--- src/rtl/clock_display_pkg.sv ---
// ---------------------------------------------------------------------------
// clock_display_pkg
//   Shared definitions for the wall-clock display blocks.
//   - SEG_* : active-low cathode codes for decimal digits 0..9, bit 7 (dp) = 1.
//   - SEG_BLANK / ANODE_OFF : all-off patterns for cathode and anode buses.
//   - display_snapshot_t : one coherent frame of display inputs.
//   - idx_width() : width of a digit index for a given digit count.
// ---------------------------------------------------------------------------
package clock_display_pkg;

  // Cathode encodings, active-low: [0]=a .. [6]=g, [7]=dp.
  localparam logic [7:0] SEG_0 = 8'hC0;
  localparam logic [7:0] SEG_1 = 8'hF9;
  localparam logic [7:0] SEG_2 = 8'hA4;
  localparam logic [7:0] SEG_3 = 8'hB0;
  localparam logic [7:0] SEG_4 = 8'h99;
  localparam logic [7:0] SEG_5 = 8'h92;
  localparam logic [7:0] SEG_6 = 8'h82;
  localparam logic [7:0] SEG_7 = 8'hF8;
  localparam logic [7:0] SEG_8 = 8'h80;
  localparam logic [7:0] SEG_9 = 8'h90;

  localparam logic [7:0] SEG_BLANK = 8'hFF;
  localparam logic [7:0] ANODE_OFF = 8'hFF;

  // The anode bus is 8 bits wide, so at most 8 digit positions exist.
  localparam int MAX_DIGITS = 8;

  // Inputs captured together at the start of each scan frame.
  typedef struct packed {
    logic [15:0] digits;  // four BCD nibbles, nibble i = digit i
    logic [3:0]  dp;      // decimal point per digit, 1 = lit
    logic [7:0]  pwm;     // brightness duty
  } display_snapshot_t;

  // Width of a digit index; a single-digit display still needs one bit.
  function automatic int idx_width(input int num_digits);
    return (num_digits <= 1) ? 1 : $clog2(num_digits);
  endfunction

endpackage

--- src/rtl/bcd_to_7seg.sv ---
// ---------------------------------------------------------------------------
// bcd_to_7seg
//   Combinational BCD nibble to 7-segment decoder, active-low segments.
//   Non-decimal codes (10..15) turn every segment off.
// Ports
//   bcd_in     in  4  BCD digit
//   seg_n_out  out 7  segments, active-low: [0]=a .. [6]=g
// ---------------------------------------------------------------------------
module bcd_to_7seg
  import clock_display_pkg::*;
(
  input  logic [3:0] bcd_in,
  output logic [6:0] seg_n_out
);

  always_comb begin
    // NOTE: assigning a default before the case keeps every path driven,
    // so no latch is inferred when a code is not listed.
    seg_n_out = SEG_BLANK[6:0];
    case (bcd_in)
      4'd0:    seg_n_out = SEG_0[6:0];
      4'd1:    seg_n_out = SEG_1[6:0];
      4'd2:    seg_n_out = SEG_2[6:0];
      4'd3:    seg_n_out = SEG_3[6:0];
      4'd4:    seg_n_out = SEG_4[6:0];
      4'd5:    seg_n_out = SEG_5[6:0];
      4'd6:    seg_n_out = SEG_6[6:0];
      4'd7:    seg_n_out = SEG_7[6:0];
      4'd8:    seg_n_out = SEG_8[6:0];
      4'd9:    seg_n_out = SEG_9[6:0];
      default: seg_n_out = SEG_BLANK[6:0];
    endcase
  end

endmodule

--- src/rtl/seven_seg_scan_driver.sv ---
// ---------------------------------------------------------------------------
// seven_seg_scan_driver
//   Time-multiplexed 7-segment driver for an HH:MM clock display. Each scan
//   frame starts by capturing digits, decimal points and brightness into a
//   shadow register so a frame never mixes old and new values. Every digit
//   slot begins with a short anode-off window that hides cathode changes,
//   and a free-running 8-bit PWM gates the anode for brightness.
// Parameters
//   NUM_DIGITS    active digit positions (1..8); other anodes stay off
//   REFRESH_DIV   clk cycles per digit slot (>= 2)
//   BLANK_CYCLES  anode-off cycles at the start of each slot (< REFRESH_DIV)
// Ports
//   CLK100MHZ       in   1   system clock
//   RESET_BTN       in   1   asynchronous active-low reset
//   digits_in       in   16  BCD digits, nibble i = digit i
//   dp_in           in   4   decimal points, 1 = lit
//   pwm_in          in   8   brightness duty, 0 = off, 255 = 255/256
//   SevenSegment    out  8   cathodes, active-low, [7] = dp
//   SegmentDrivers  out  8   anodes, active-low, bit i = digit i
//   frame_tick      out  1   one-cycle pulse when a new snapshot is captured
// ---------------------------------------------------------------------------
module seven_seg_scan_driver
  import clock_display_pkg::*;
#(
  parameter int NUM_DIGITS   = 4,
  parameter int REFRESH_DIV  = 100000,
  parameter int BLANK_CYCLES = 16
) (
  input  logic        CLK100MHZ,
  input  logic        RESET_BTN,
  input  logic [15:0] digits_in,
  input  logic [3:0]  dp_in,
  input  logic [7:0]  pwm_in,
  output logic [7:0]  SevenSegment,
  output logic [7:0]  SegmentDrivers,
  output logic        frame_tick
);

  localparam int PRESC_W = $clog2(REFRESH_DIV);
  localparam int IDX_W   = idx_width(NUM_DIGITS);

  localparam logic [PRESC_W-1:0] PRESC_LAST  = PRESC_W'(REFRESH_DIV - 1);
  localparam logic [PRESC_W-1:0] BLANK_LIMIT = PRESC_W'(BLANK_CYCLES);
  localparam logic [IDX_W-1:0]   IDX_LAST    = IDX_W'(NUM_DIGITS - 1);

  if (NUM_DIGITS < 1 || NUM_DIGITS > MAX_DIGITS) begin : g_bad_num_digits
    $error("NUM_DIGITS must be in 1..8");
  end
  if (REFRESH_DIV < 2) begin : g_bad_refresh_div
    $error("REFRESH_DIV must be at least 2");
  end
  if (BLANK_CYCLES >= REFRESH_DIV) begin : g_bad_blank_cycles
    $error("BLANK_CYCLES must be less than REFRESH_DIV");
  end

  // -------------------------------------------------------------------------
  // Reset synchronizer: assertion reaches every flop at once, release is
  // aligned to the clock so all counters leave reset on the same edge.
  // -------------------------------------------------------------------------
  logic [1:0] rst_sync_q, rst_sync_d;
  logic       rst_n;

  always_comb begin
    rst_sync_d = {rst_sync_q[0], 1'b1};
  end

  // NOTE: sequential state uses non-blocking assignments so every flop
  // samples the values from before the edge, independent of block order.
  always_ff @(posedge CLK100MHZ or negedge RESET_BTN) begin
    if (!RESET_BTN) begin
      rst_sync_q <= '0;
    end else begin
      rst_sync_q <= rst_sync_d;
    end
  end

  assign rst_n = rst_sync_q[1];

  // -------------------------------------------------------------------------
  // Scan state
  // -------------------------------------------------------------------------
  logic [PRESC_W-1:0] presc_q, presc_d;
  logic [IDX_W-1:0]   idx_q, idx_d;
  logic [7:0]         pwm_cnt_q, pwm_cnt_d;
  display_snapshot_t  snap_q, snap_d;
  logic               frame_tick_q, frame_tick_d;
  logic [7:0]         seg_q, seg_d;
  logic [7:0]         anode_q, anode_d;

  logic       slot_tick;
  logic       frame_wrap;
  logic [2:0] idx_ext;
  logic [3:0] nibble_sel;
  logic       dp_sel;
  logic [6:0] seg7;
  logic       pwm_on;
  logic       blank;
  logic       lit;

  assign slot_tick  = (presc_q == PRESC_LAST);
  assign frame_wrap = slot_tick && (idx_q == IDX_LAST);

  always_comb begin
    presc_d      = slot_tick ? '0 : presc_q + PRESC_W'(1);
    pwm_cnt_d    = pwm_cnt_q + 8'd1;
    idx_d        = idx_q;
    snap_d       = snap_q;
    frame_tick_d = 1'b0;

    if (slot_tick) begin
      idx_d = (idx_q == IDX_LAST) ? '0 : idx_q + IDX_W'(1);
    end

    // The capture coincides with idx returning to 0, so frame_tick and the
    // first slot of the new frame appear together.
    if (frame_wrap) begin
      snap_d.digits = digits_in;
      snap_d.dp     = dp_in;
      snap_d.pwm    = pwm_in;
      frame_tick_d  = 1'b1;
    end
  end

  // -------------------------------------------------------------------------
  // Pin decode from the current idx / pwm / blank state; registered below.
  // Positions 4..7 have no input data and show as blank.
  // -------------------------------------------------------------------------
  always_comb begin
    idx_ext    = 3'(idx_q);
    nibble_sel = 4'hF;
    dp_sel     = 1'b0;
    if (idx_ext < 3'd4) begin
      nibble_sel = snap_q.digits[{idx_ext[1:0], 2'b00} +: 4];
      dp_sel     = snap_q.dp[idx_ext[1:0]];
    end
  end

  bcd_to_7seg u_bcd_to_7seg (
    .bcd_in    (nibble_sel),
    .seg_n_out (seg7)
  );

  assign pwm_on = (pwm_cnt_q < snap_q.pwm);
  assign blank  = (presc_q < BLANK_LIMIT);
  assign lit    = pwm_on && !blank;

  always_comb begin
    anode_d = ANODE_OFF;
    seg_d   = SEG_BLANK;
    // Cathodes follow the anode: whenever no digit is driven they stay at
    // all-off so nothing glows during blanking or the PWM off phase.
    if (lit) begin
      anode_d[idx_ext] = 1'b0;
      seg_d            = {~dp_sel, seg7};
    end
  end

  // -------------------------------------------------------------------------
  // Registers
  // -------------------------------------------------------------------------
  always_ff @(posedge CLK100MHZ or negedge rst_n) begin
    if (!rst_n) begin
      presc_q      <= '0;
      idx_q        <= '0;
      pwm_cnt_q    <= '0;
      // NOTE: the snapshot is reset as well: a zero pwm shadow is what keeps
      // the display dark until the first frame has been captured.
      snap_q       <= '0;
      frame_tick_q <= 1'b0;
      seg_q        <= SEG_BLANK;
      anode_q      <= ANODE_OFF;
    end else begin
      presc_q      <= presc_d;
      idx_q        <= idx_d;
      pwm_cnt_q    <= pwm_cnt_d;
      snap_q       <= snap_d;
      frame_tick_q <= frame_tick_d;
      seg_q        <= seg_d;
      anode_q      <= anode_d;
    end
  end

  assign SevenSegment   = seg_q;
  assign SegmentDrivers = anode_q;
  assign frame_tick     = frame_tick_q;

endmodule

--- config.mk ---
export PLATFORM = sky130hd
export DESIGN_NAME = seven_seg_scan_driver
export DESIGN_NICKNAME = d
export VERILOG_FILES = /design/src/rtl/clock_display_pkg.sv /design/src/rtl/bcd_to_7seg.sv /design/src/rtl/seven_seg_scan_driver.sv
export SDC_FILE = /design/constraint.sdc
export NUM_CORES = 1
export LEC_CHECK = 0
export BUFFER_PORTS_ARGS = -buffer_cell sky130_fd_sc_hd__buf_2
export CAP_MARGIN = 0
export CORE_MARGIN = 1.5
export CORE_UTILIZATION = 37
export DETAILED_ROUTE_END_ITERATION = 10
export PLACE_DENSITY = 0.65
export REMOVE_ABC_BUFFERS = 1
export SYNTH_ARGS = -nofsm -noshare
export SYNTH_HDL_FRONTEND = slang
export SYNTH_SLANG_ARGS = --single-unit
export TNS_END_PERCENT = 30
--- constraint.sdc ---
create_clock -name CLK100MHZ -period 2.6 [get_ports CLK100MHZ]
set_input_delay 0.39 -clock CLK100MHZ [delete_from_list [all_inputs] [get_ports CLK100MHZ]]
set_output_delay 0.39 -clock CLK100MHZ [all_outputs]
set_load 0.02 [all_outputs]
# After elaboration in Yosys (flattened, before gate mapping)
# Memories as Yosys holds them, arrays and structs flattened.
# Index checks and enable logic that the tools add are counted.
# Widths: inputs -> output; s select.
[classes]
n_shift = 1
n_reduce_logical = 4
add_sub_neg = 3
bitwise_logic = 2
eq_ne = 2
n_mux = 9
magnitude_cmp = 5
[op_table]
columns = ["op", "count"]
rows = [
  ["$add 17x1->17 const B", 1],
  ["$eq 17x17->1 const B", 1],
  ["$lt 17x5->1 const B", 1],
  ["$mux 17", 1],
  ["$mux 8", 2],
  ["$shiftx 16x5->4", 1],
  ["$add 8x1->8 const B", 1],
  ["$lt 8x8->1", 1],
  ["$not 4->8", 1],
  ["$lt 2x4->1 const B", 1],
  ["$logic_and 1x1->1", 3],
  ["$lt 2x3->1 const B", 1],
  ["$mux 1", 3],
  ["$add 2x1->2 const B", 1],
  ["$bmux 1 s2", 1],
  ["$demux 1 s2", 1],
  ["$eq 2x2->1 const B", 1],
  ["$ge 2x1->1 const B", 1],
  ["$mux 2", 1],
  ["$logic_not 1->1", 1],
  ["$not 1->1", 1],
]
[word_totals]
n_memories = 1
mem_bits_ro = 112
output_inout_bits = 17
elab_cells = 37
reg_bits = 74
inputBits = 30
[mem_list]
columns = ["memory", "depth", "width", "read_ports", "rd_ports_with_merged_regs", "write_ports", "line", "source"]
rows = [
  ["(name not given)", 16, 7, 1, 0, 0, "bcd_to_7seg.sv:20", "case (bcd_in)"],
]

# Longest topological paths before layout
# Gate-level depths: netlist (run 1).
[logic_depth]
word_depth = 6
mapped_depth = 9

# Hierarchy
# A second synthesis (run 1) with hierarchy kept.
[hier_totals]
hier_cells = 281
hier_area_um2 = 3384.5
[modules_own_cells]
columns = ["module", "area_each_um2", "cells_per_inst", "instances", "seq_area_each_um2"]
rows = [
  ["seven_seg_scan_driver", 3174.3, 248, 1, 1766.7],
  ["bcd_to_7seg", 210.2, 33, 1, 0.0],
]

# Worst setup path before layout (run 1)
# OpenSTA, ideal clock, no wires.
[synth_path]
path_kind = "register -> register"
startpoint = "register presc_q[0]"
endpoint = "register snap_q[18] (netlist bit)"
period_less_slack_ns = 2.208
arrival_ns = 2.083
required_time_ns = 2.475
stages_incl_launch_ff = 10
n_path_buf = 3
slack_ns = 0.392
setup_time_ns = 0.125
cell_sequence = "dfrtp_1 ha_1 and4_1 buf_4 nand2_2 or4_4 nor2_4 buf_6 buf_12 mux2_4"
[synth_via]
elab_chain_len = 2
[synth_rtl]
columns = ["item", "line", "source"]
rows = [
  ["start, declared", "seven_seg_scan_driver.sv:82", "logic [PRESC_W-1:0] presc_q, presc_d;"],
  ["start signal, assigned", "seven_seg_scan_driver.sv:173", "presc_q <= presc_d;"],
  ["$eq 17x17->1", "seven_seg_scan_driver.sv:100", "assign slot_tick = (presc_q == PRESC_LAST);"],
  ["$logic_and 1x1->1", "seven_seg_scan_driver.sv:101", "assign frame_wrap = slot_tick && (idx_q == IDX_LAST);"],
  ["end signal, assigned", "seven_seg_scan_driver.sv:176", "snap_q <= snap_d;"],
  ["end, declared", "seven_seg_scan_driver.sv:85", "display_snapshot_t snap_q, snap_d;"],
]
# No other way between the ends.
# A chain may end at the register's enable or synchronous reset.

# Final worst setup path (run 1)
[layout_path]
startpoint = "register presc_q[0]"
endpoint = "register snap_q[4] (netlist bit)"
# Same word-level chain as after synthesis.

==> metrics.cfg, run 1 <==
[status]
status = finished clean

[place]
dpl_cell_area_mm2 = 0.00359
dp_hpwl_um = 4250
place_congestion = 0.779
io_buffers = 42
place_inst = 411

[grt]
grt_first_pass_wirelength_um = 9630
grt_max_degree = 30
grt_usage_pct = 13.0
grt-ovfl-total = 0
antenna_found_initial = 0
grt_pass1_vias = 2125

[cells_and_area]
instances_no_fill = 428
stdcell_area_mm2 = 0.00378
syn_to_final_growth_pct = 15.8
ff_latch_area_mm2 = 0.00177
post-route-util_pct = 43.8
drive_gt1_share_pct = 34.7
nets = 363
num_antenna_cells = 0
fillers = 813
multi_input_area_mm2 = 0.00137

[floorplan]
row_count = 34
core_area_mm2 = 0.00864
die_h_um = 97.0
die_area_mm2 = 0.00941
start_util_pct = 37.8
num_io_pins = 47
fp.dieW_um = 97.0

[logic_synthesis]
ys_types = 36
ys_seq_area_share_pct = 54.1
yosys_warnings = 0
syn_inst = 263
synth_edf_count = 0
netlist_area_mm2 = 0.00327
ys_ff_latch = 70
synth_ff_type = dfrtp_1
synthArstFlopShare_pct = 100
syn_avg_cell_area_um2 = 12.4

[clocking]
cts.htree.levels = 3
cts_tree = yes
path_clk_slew_ns = 0.08
cts_buffers = 9
clk_latency_ns = 0.35
cts_setup_buffers = 0
clockBufferDepth = 2
cts_root_buf = clkbuf_8
clock_sinks = 70

[sta]
fin_crit_ns = 2.35
tightest_slew_ns = 0.703
grt_setup_unrepaired = false
slew_headroom_pct = 52.7
final.setup_skew_ns = 0.0137
whs_ns = 0.270
drv_slew = 0
fin_tns_setup_ns = 0
finalHoldViolations = 0
finalSetupViolations = 0
finalCritPeriodShare_pct = 90.3
max_freq_ghz = 0.426

[setup_path]
cp_max_fo = 29
worstPathRequired_ns = 2.83
criticalPathCategory = flip-flop to flip-flop
timing.rr.start = presc_q[0]
ff2ff_path_depth = 7
arrival_ns = 2.58
crit_path_end_kind = flip-flop
r2r_slack_ns = 0.25
crit_path_start_kind = flip-flop
r2r_end = snap_q[4]

[drt]
wire_per_inst_um = 13.4
wl_um = 5710
drt_pass1_iterations = 4
viasPerCell = 4.75
vias = 2032
drtIter0Drc = 63
drc = 0
postRouteAntennaNets = 0

[min_path]
holdPathEnd = snap_q[1]
hp-class = input port to flip-flop
hold_path_depth = 2
hold_start = pwm_in[1]

[pwr]
vdd_drop_max_mv = 0.219
power_density_mw_per_mm2 = 519
p_leak_nw = 1.71

[flow_run]
maxCapViolCount = 0

==> where the power goes <==
group / internal (mW) / total [mW] / switching [mW] / leakage (nW)
combinational: 0.0185 / 0.0425 / 0.0241 / 0.709
sequential: 1.09 / 1.10 / 0.00844 / 0.912
clock: 0.441 / 0.822 / 0.382 / 0.0904
total: 1.55 / 1.96 / 0.414 / 1.71
==> stage by stage <==
stage                     power, mW  setup WS (ns)
after floorplan                1.13          0.110
after global placement         1.16          0.315
after detailed placement       1.16          0.242
after CTS                      2.00          0.227
after global routing           2.05          0.135
final                          1.96          0.252
==> area by class of cell <==
type                    instances  share of cell area (%)
flip-flops and latches         70                    46.7
multi-input cells             170                    36.1
repair buffers                 48                    7.14
clock buffers                  12                    3.57
well taps                     108                    3.57
inverters                      16                    1.59
clock inverters                 4                    1.26
==> state kept, by name, summed over array words and instances, names as in the netlist <==
signal,count
SegmentDrivers,4
SevenSegment,8
frame_tick,1
idx_q,2
presc_q,17
pwm_cnt_q,8
rst_sync_q,2
snap_q,28
==> logic make-up (layout without fill, tap and decap cells) <==
logic type | count (synthesis) | after routing | share of synthesized area [%]
adder cells (fa/ha/maj) | 18 | 18 | 6.89
multiplexers | 34 | 34 | 14.5
XOR/XNOR | 17 | 17 | 4.56
flip-flops | 70 | 70 | 54.1
AO/OA/AOI/OAI | 26 | 26 | 4.44
buffers and inverters | 27 | 80 | 4.56
AND/OR/NAND/NOR | 70 | 70 | 10.9
other | 1 | 5 | 0.115
==> per-layer routing <==
layer  GRT usage [%]  part of all wire, %
met3            2.60                  3.1
met1            15.8                   46
met4            7.80                  2.8
met2            21.3                   49
met5               0                    0
==> critical path, stage by stage (launching register included) <==
cell     delay [ns]
dfrtp_1        0.40
ha_1           0.21
and4_1         0.34
nand2_2        0.09
or4_4          0.50
nor2_4         0.11
buf_12         0.21
mux2_2         0.36
==> how the worst max path moves through the flow <==
| stage | startpoint | to | slack (ns) | cells past startpoint |
|---|---|---|---|---|
| 2_1_floorplan | presc_q[0] | snap_q[0] | 0.11 | 6 |
| 3_3_place_gp | presc_q[0] | snap_q[0] | 0.31 | 7 |
| 3_5_place_dp | presc_q[0] | snap_q[4] | 0.24 | 7 |
| 4_1_cts | presc_q[0] | snap_q[9] | 0.23 | 7 |
| 5_1_grt | presc_q[0] | snap_q[4] | 0.13 | 7 |
| 6_report | presc_q[0] | snap_q[4] | 0.25 | 7 |
==> repair_timing <==
action	in CTS	in global routing
hold buffers	1	0
resized for setup	0	0
hold endpoints to repair	2	0
setup endpoints to repair	0	0
==> cell usage after synthesis (5+ instances only) <==
library cell | n | area share, %
a21oi_1 | 9 | 1.4
mux2_4 | 9 | 4.1
buf_4 | 6 | 1.4
xnor2_1 | 9 | 2.4
dfstp_2 | 12 | 9.6
inv_1 | 16 | 1.8
mux4_2 | 5 | 3.4
nand3_1 | 11 | 1.7
dfrtp_1 | 58 | 44
mux2_2 | 20 | 6.9
nand4_1 | 5 | 0.96
o21ai_0 | 12 | 1.8
ha_1 | 18 | 6.9
nor2_1 | 13 | 1.5
nand2_1 | 20 | 2.3
xor2_1 | 8 | 2.1
==> layout by cell type (no fill, tap or decap), types with 2 or more instances in the layout <==
cell and instances:
or3_1 4, inv_1 16, o21ai_0 12, nor4_1 3, mux2_4 9, nor2b_1 2
clkbuf_8 9, conb_1 5, mux2_2 20, a21oi_1 9, and3_1 3, buf_2 42
xnor2_1 9, nor3_1 3, mux4_2 5, clkbuf_1 3, xor2_1 8, nand4_1 5
ha_1 18, nand3_1 11, a21o_1 2, dfrtp_1 57, nor2_1 13, buf_4 4
clkinv_2 2, nand2_1 20, dfstp_2 12
Note: power is estimated with default switching activity, not from simulation.
==> run 2: changes to the inputs <==
- BUFFER_PORTS_ARGS: -buffer_cell sky130_fd_sc_hd__buf_2 -> -buffer_cell sky130_fd_sc_hd__buf_4
- CORE_UTILIZATION: 37 -> 50
- PLACE_DENSITY: 0.65 -> 0.8
==> run 2 against run 1 <==
  * Clock skew shrank 0.0068 ns
  * Final area grew 2.1%
  * Clock power shrank 2%
  * Via count grew 3.2%
  * Global-route usage grew 4.9 points
  * Non-clock buffer count grew 1
  * Register-to-register slack is essentially flat
  * Critical path depth is the same
  * Core utilization grew 17 points
  * Maximum frequency shrank 0.48%
  * Routed wire length shrank 3.0%
  * Highest routed layer unchanged
==> metrics.cfg, run 2 (same netlist as run 1, synthesis figures left out) <==
[place]
io_buffers = 42  ; unchanged
dp_hpwl_um = 4020  ; was 4250 µm
place_congestion = 0.839  ; was 0.779

[setup_path]
arrival_ns = 2.59  ; was 2.58 ns
cp_max_fo = 17  ; was 29
cp_slowest_cell = or4_4  ; unchanged
worstPathRequired_ns = 2.83  ; about the same
r2r_slack_ns = 0.24  ; was 0.25 ns
crit_path_start_kind = flip-flop  ; unchanged
ff2ff_path_depth = 7  ; unchanged
r2r_end = snap_q[27]  ; was snap_q[4]
criticalPathCategory = flip-flop to flip-flop  ; unchanged
slowest_delay_ns = 0.50  ; about the same
timing.rr.start = presc_q[0]  ; unchanged
path_cells = ha_1 > and4_1 > nand2_2 > or4_4 > nor2_4 > buf_12 > mux2_2  ; unchanged
crit_path_end_kind = flip-flop  ; unchanged

[sta]
fin_tns_setup_ns = 0  ; unchanged
drv_slew = 0  ; unchanged
finalHoldViolations = 0  ; unchanged
finalCritPeriodShare_pct = 90.7  ; was 90.3%
final.setup_skew_ns = 0.00693  ; was 0.0137 ns
whs_ns = 0.275  ; was 0.270 ns
fin_crit_ns = 2.36  ; was 2.35 ns
grt_setup_unrepaired = false  ; unchanged
finalSetupViolations = 0  ; unchanged
max_freq_ghz = 0.424  ; was 0.426 GHz

[status]
status = finished clean  ; unchanged

[drt]
vias = 2097  ; was 2,032
postRouteAntennaNets = 0  ; unchanged
drtIter0Drc = 148  ; was 63
viasPerCell = 5.27  ; was 4.75
drc = 0  ; unchanged
wire_per_inst_um = 13.9  ; was 13.4 µm
drt_pass1_iterations = 4  ; unchanged
wl_um = 5540  ; was 5710 µm
wl_met3_um = 189  ; was 179 µm
wl_met1_um = 2470  ; was 2600 µm
routed.top_layer = met4  ; unchanged
wl_met2_um = 2740  ; was 2770 µm

[cells_and_area]
num_antenna_cells = 0  ; unchanged
reg.largest.list = snap_q (28), presc_q (17)  ; unchanged
final_common_cell = dfrtp_1  ; unchanged
top_register = snap_q  ; unchanged
drive_gt1_share_pct = 34.3  ; was 34.7%
largest_reg_flops = 28  ; unchanged
mostFrequentLayoutCells = 57 x dfrtp_1, 46 x buf_4, 20 x nand2_1, 20 x mux2_2, 18 x ha_1  ; was 57 x dfrtp_1, 42 x buf_2, 20 x nand2_1, 20 x mux2_2, 18 x ha_1
nets = 364  ; was 363
syn_to_final_growth_pct = 18.3  ; was 15.8%

[floorplan]
core_area_mm2 = 0.00635  ; was 0.00864 mm²
die_h_um = 83.8  ; was 97.0 µm
row_count = 29  ; was 34
num_io_pins = 47  ; unchanged
start_util_pct = 51.5  ; was 37.8%
die_area_mm2 = 0.00703  ; was 0.00941 mm²
fp.dieW_um = 83.8  ; was 97.0 µm

[grt]
grt-ovfl-total = 0  ; unchanged
antenna_found_initial = 0  ; unchanged
grt_first_pass_wirelength_um = 9900  ; was 9630 µm
grt_usage_pct = 17.9  ; was 13.0%
grt_pass1_vias = 2186  ; was 2,125
grt_max_degree = 69  ; was 30

[clocking]
cts_tree = yes  ; unchanged
cts_root_buf = clkbuf_8  ; unchanged
cts.htree.levels = 3  ; unchanged
cts_buffers = 9  ; unchanged
cts_resized = 0  ; unchanged
clk_latency_ns = 0.34  ; was 0.35 ns
clock_sinks = 70  ; unchanged
path_clk_slew_ns = 0.07  ; was 0.08 ns
clockBufferDepth = 2  ; unchanged

[min_path]
holdPathEnd = snap_q[25]  ; was snap_q[1]
hold_path_depth = 2  ; unchanged
hold_start = digits_in[13]  ; was pwm_in[1]
hp-class = input port to flip-flop  ; unchanged

[pwr]
vdd_drop_max_mv = 0.291  ; was 0.219 mV
p_leak_nw = 1.77  ; was 1.71 nW
power_density_mw_per_mm2 = 508  ; was 519 mW/mm²

[flow_run]
maxCapViolCount = 0  ; unchanged

-- run 2: critical path, delay by kind of cell, from the launching register on --
family / cells / cell delay [ns]
and+or+nand+nor: 4 / 1.08
muxes: 1 / 0.35
buffers and inverters: 1 / 0.21
DFF: 1 / 0.40
adders and majority gates: 1 / 0.23
-- run 2: how the worst max path moves through the flow --
stage	start	to	slack, ns	cells past startpoint
after floorplan	presc_q[0]	snap_q[0]	0.11	6
after global placement	presc_q[0]	snap_q[10]	0.30	7
after detailed placement	presc_q[0]	snap_q[17]	0.26	7
after CTS	presc_q[0]	snap_q[27]	0.23	7
after global routing	presc_q[0]	snap_q[11]	0.13	7
final	presc_q[0]	snap_q[27]	0.24	7
-- run 2: layout make-up --
type	instances	area, µm²
Fill cell	487	2480
Sequential cell	70	1770
Multi-Input combinational cell	170	1370
Timing Repair Buffer	49	395
Clock buffer	14	143
Tap cell	77	96.3
Inverter	16	60.1
Clock inverter	2	35.0
-- run 2: metrics by stage --
stage	instances	power [mW]	cell area [µm²]	worst slack, ns	util [%]
6_report	398	1.96	3860	0.241	60.9
3_3_place_gp	381	1.18	3680	0.302	57.9
5_1_grt	398	2.03	3860	0.133	60.9
3_5_place_dp	381	1.18	3680	0.258	57.9
4_1_cts	398	1.99	3860	0.232	60.9
2_1_floorplan	256	1.13	3190	0.110	-
-- run 2: what timing repair did --
item | 4_1_cts | 5_1_grt
buffers inserted | 0 | 0
hold buffers | 1 | 0
endpoints found under the hold margin | 2 | 0
-- run 2: routing by layer --
metal	global-route usage, %	vias up
met3	3.26	13
li1	-	1005
met4	9.84	0
met1	22.6	1027
met2	29.2	52
met5	0	-
-- run 2: report_power, final --
part           total (mW)  internal, mW  leakage (nW)  switching (mW)
sequential           1.09          1.09         0.912        0.000994
combinational      0.0631        0.0317         0.767          0.0314
clock               0.808         0.444        0.0887           0.365
==> run 3: changes to the inputs <==
- CTS_CLUSTER_SIZE: not set -> 16
- PLACE_DENSITY: 0.8 -> 0.71
==> run 3 against run 2 <==
  * Flip-flop and latch count unchanged
  * Clock-buffer cell count shrank 4
  * Non-clock buffer count down 2
  * Final area barely moved
  * Sequential share of layout area hardly changed
  * Die area did not move
  * Clock skew up 0.0048 ns
  * Via count decreased by 2.5%
  * Global-route usage down 0.74 points
  * Combinational power decreased by 11%
  * Clock power up 4.2%
  * Core utilization hardly changed
  * Critical endpoint is now snap_q[16]
  * Largest cell class unchanged
  * Highest routed layer unchanged
==> metrics.cfg, run 3 (same netlist as run 1, synthesis figures left out) <==
[pwr]
power_mw = 2.00  ; was 1.96 mW
p_leak_nw = 1.76  ; was 1.77 nW
vdd_drop_max_mv = 0.329  ; was 0.291 mV
power_density_mw_per_mm2 = 517  ; was 508 mW/mm²

[clocking]
cts.htree.levels = 3  ; unchanged
cts_buffers = 9  ; unchanged
clk_latency_ns = 0.33  ; was 0.34 ns
clock_sinks = 70  ; unchanged
cts_tree = yes  ; unchanged
cts_root_buf = clkbuf_8  ; unchanged
clockBufferDepth = 2  ; unchanged
path_clk_slew_ns = 0.08  ; was 0.07 ns
cts_resized = 0  ; unchanged

[cells_and_area]
top_register = snap_q  ; unchanged
nets = 362  ; was 364
final_common_cell = dfrtp_1  ; unchanged
reg.largest.list = snap_q (28), presc_q (17)  ; unchanged
stdcell_area_mm2 = 0.00386  ; about the same
syn_to_final_growth_pct = 18.2  ; was 18.3%
largest_reg_flops = 28  ; unchanged
drive_gt1_share_pct = 35.1  ; was 34.3%
post-route-util_pct = 60.8  ; was 60.9%
mostFrequentLayoutCells = 57 x dfrtp_1, 44 x buf_4, 20 x nand2_1, 20 x mux2_2, 18 x ha_1  ; was 57 x dfrtp_1, 46 x buf_4, 20 x nand2_1, 20 x mux2_2, 18 x ha_1
fillers = 513  ; was 487
num_antenna_cells = 0  ; unchanged

[sta]
tightest_slew_ns = 0.615
max_freq_ghz = 0.425  ; was 0.424 GHz
slew_headroom_pct = 59.0
finalHoldViolations = 0  ; unchanged
drv_slew = 0  ; unchanged
finalSetupViolations = 0  ; unchanged
final.setup_skew_ns = 0.0118  ; was 0.00693 ns
grt_setup_unrepaired = false  ; unchanged
finalCritPeriodShare_pct = 90.5  ; was 90.7%
fin_crit_ns = 2.35  ; was 2.36 ns
fin_tns_setup_ns = 0  ; unchanged

[setup_path]
cp_max_fo = 29  ; was 17
criticalPathCategory = flip-flop to flip-flop  ; unchanged
slowest_delay_ns = 0.50  ; about the same
crit_path_end_kind = flip-flop  ; unchanged
ff2ff_path_depth = 7  ; unchanged
worstPathRequired_ns = 2.82  ; was 2.83 ns
cp_slowest_cell = or4_4  ; unchanged
crit_path_start_kind = flip-flop  ; unchanged
arrival_ns = 2.57  ; was 2.59 ns
path_cells = ha_1 > and4_1 > nand2_2 > or4_4 > nor2_4 > buf_12 > mux2_2  ; unchanged

[floorplan]
start_util_pct = 51.5  ; unchanged
row_count = 29  ; unchanged
die_area_mm2 = 0.00703  ; unchanged
num_io_pins = 47  ; unchanged
fp.dieW_um = 83.8  ; unchanged
die_h_um = 83.8  ; unchanged
core_area_mm2 = 0.00635  ; unchanged

[place]
dpl_cell_area_mm2 = 0.00366  ; was 0.00368 mm²
place_congestion = 0.786  ; was 0.839
io_buffers = 42  ; unchanged
dp_hpwl_um = 3830  ; was 4020 µm

[min_path]
hold_path_depth = 2  ; unchanged
hp-class = input port to flip-flop  ; unchanged

[flow_run]
maxCapViolCount = 0  ; unchanged

[drt]
wl_um = 5410  ; was 5540 µm
wire_per_inst_um = 13.6  ; was 13.9 µm
postRouteAntennaNets = 0  ; unchanged
drc = 0  ; unchanged
viasPerCell = 5.16  ; was 5.27
drtIter0Drc = 73  ; was 148
vias = 2044  ; was 2,097
drt_pass1_iterations = 3  ; was 4

[status]
status = finished clean  ; unchanged

[grt]
grt_pass1_vias = 2064  ; was 2,186
grt_first_pass_wirelength_um = 9470  ; was 9900 µm
grt-ovfl-total = 0  ; unchanged
grt_usage_pct = 17.2  ; was 17.9%
grt_max_degree = 42  ; was 69
antenna_found_initial = 0  ; unchanged

==> run 3: critical path, delay by kind of cell, from the launching register on <==
family | cells | cell delay [ns]
fa+ha+maj | 1 | 0.21
buf+inv | 1 | 0.21
flops | 1 | 0.39
mux | 1 | 0.37
simple gates | 4 | 1.06
==> run 3: repair_timing <==
item | 4_1_cts | 5_1_grt
endpoints found under the hold margin | 2 | 0
buffers inserted | 0 | 0
hold buffers | 1 | 0
==> run 3: where the power goes <==
| part | switching, mW | total, mW | internal (mW) |
|---|---|---|---|
| sequential | 0.00847 | 1.10 | 1.09 |
| combinational | 0.0244 | 0.0560 | 0.0316 |
| clock | 0.402 | 0.842 | 0.440 |
==> run 3: layout make-up <==
type	instances	area [µm²]	area share, %
Multi-Input combinational cell	170	1370	35.4
Clock inverter	6	62.6	1.62
Tap cell	77	96.3	2.49
Timing Repair Buffer	47	380	9.85
Sequential cell	70	1770	45.8
Inverter	16	60.1	1.55
Clock buffer	10	128	3.30
==> run 3: layer usage <==
metal	GRT usage, %	routed length, µm	up-vias
met3	3.36	151	12
met1	22.5	2500	1001
met4	7.90	127	0
met2	27.6	2630	32
met5	0	0	-
li1	-	-	999
==> run 3: path summary, 6_finish.rpt <==
kind,from,to,slack (ns)
max in group asynchronous,rst_sync_q[1],SevenSegment[1],1.63
min in group asynchronous,rst_sync_q[1],pwm_cnt_q[7],0.29
setup reg to reg,presc_q[0],snap_q[16],0.25
hold reg to reg,rst_sync_q[1],pwm_cnt_q[7],0.29
setup / recovery,presc_q[0],snap_q[16],0.25
hold / removal,digits_in[7],snap_q[19],0.28
==> run 3: metrics by stage <==
step / hold WS [ns] / std cells / setup WS [ns]
after floorplan: 0.0944 / 256 / 0.110
after global placement: 0.173 / 379 / 0.303
after detailed placement: 0.174 / 379 / 0.252
after CTS: 0.266 / 396 / 0.233
after global routing: 0.265 / 396 / 0.120
final: 0.280 / 396 / 0.247
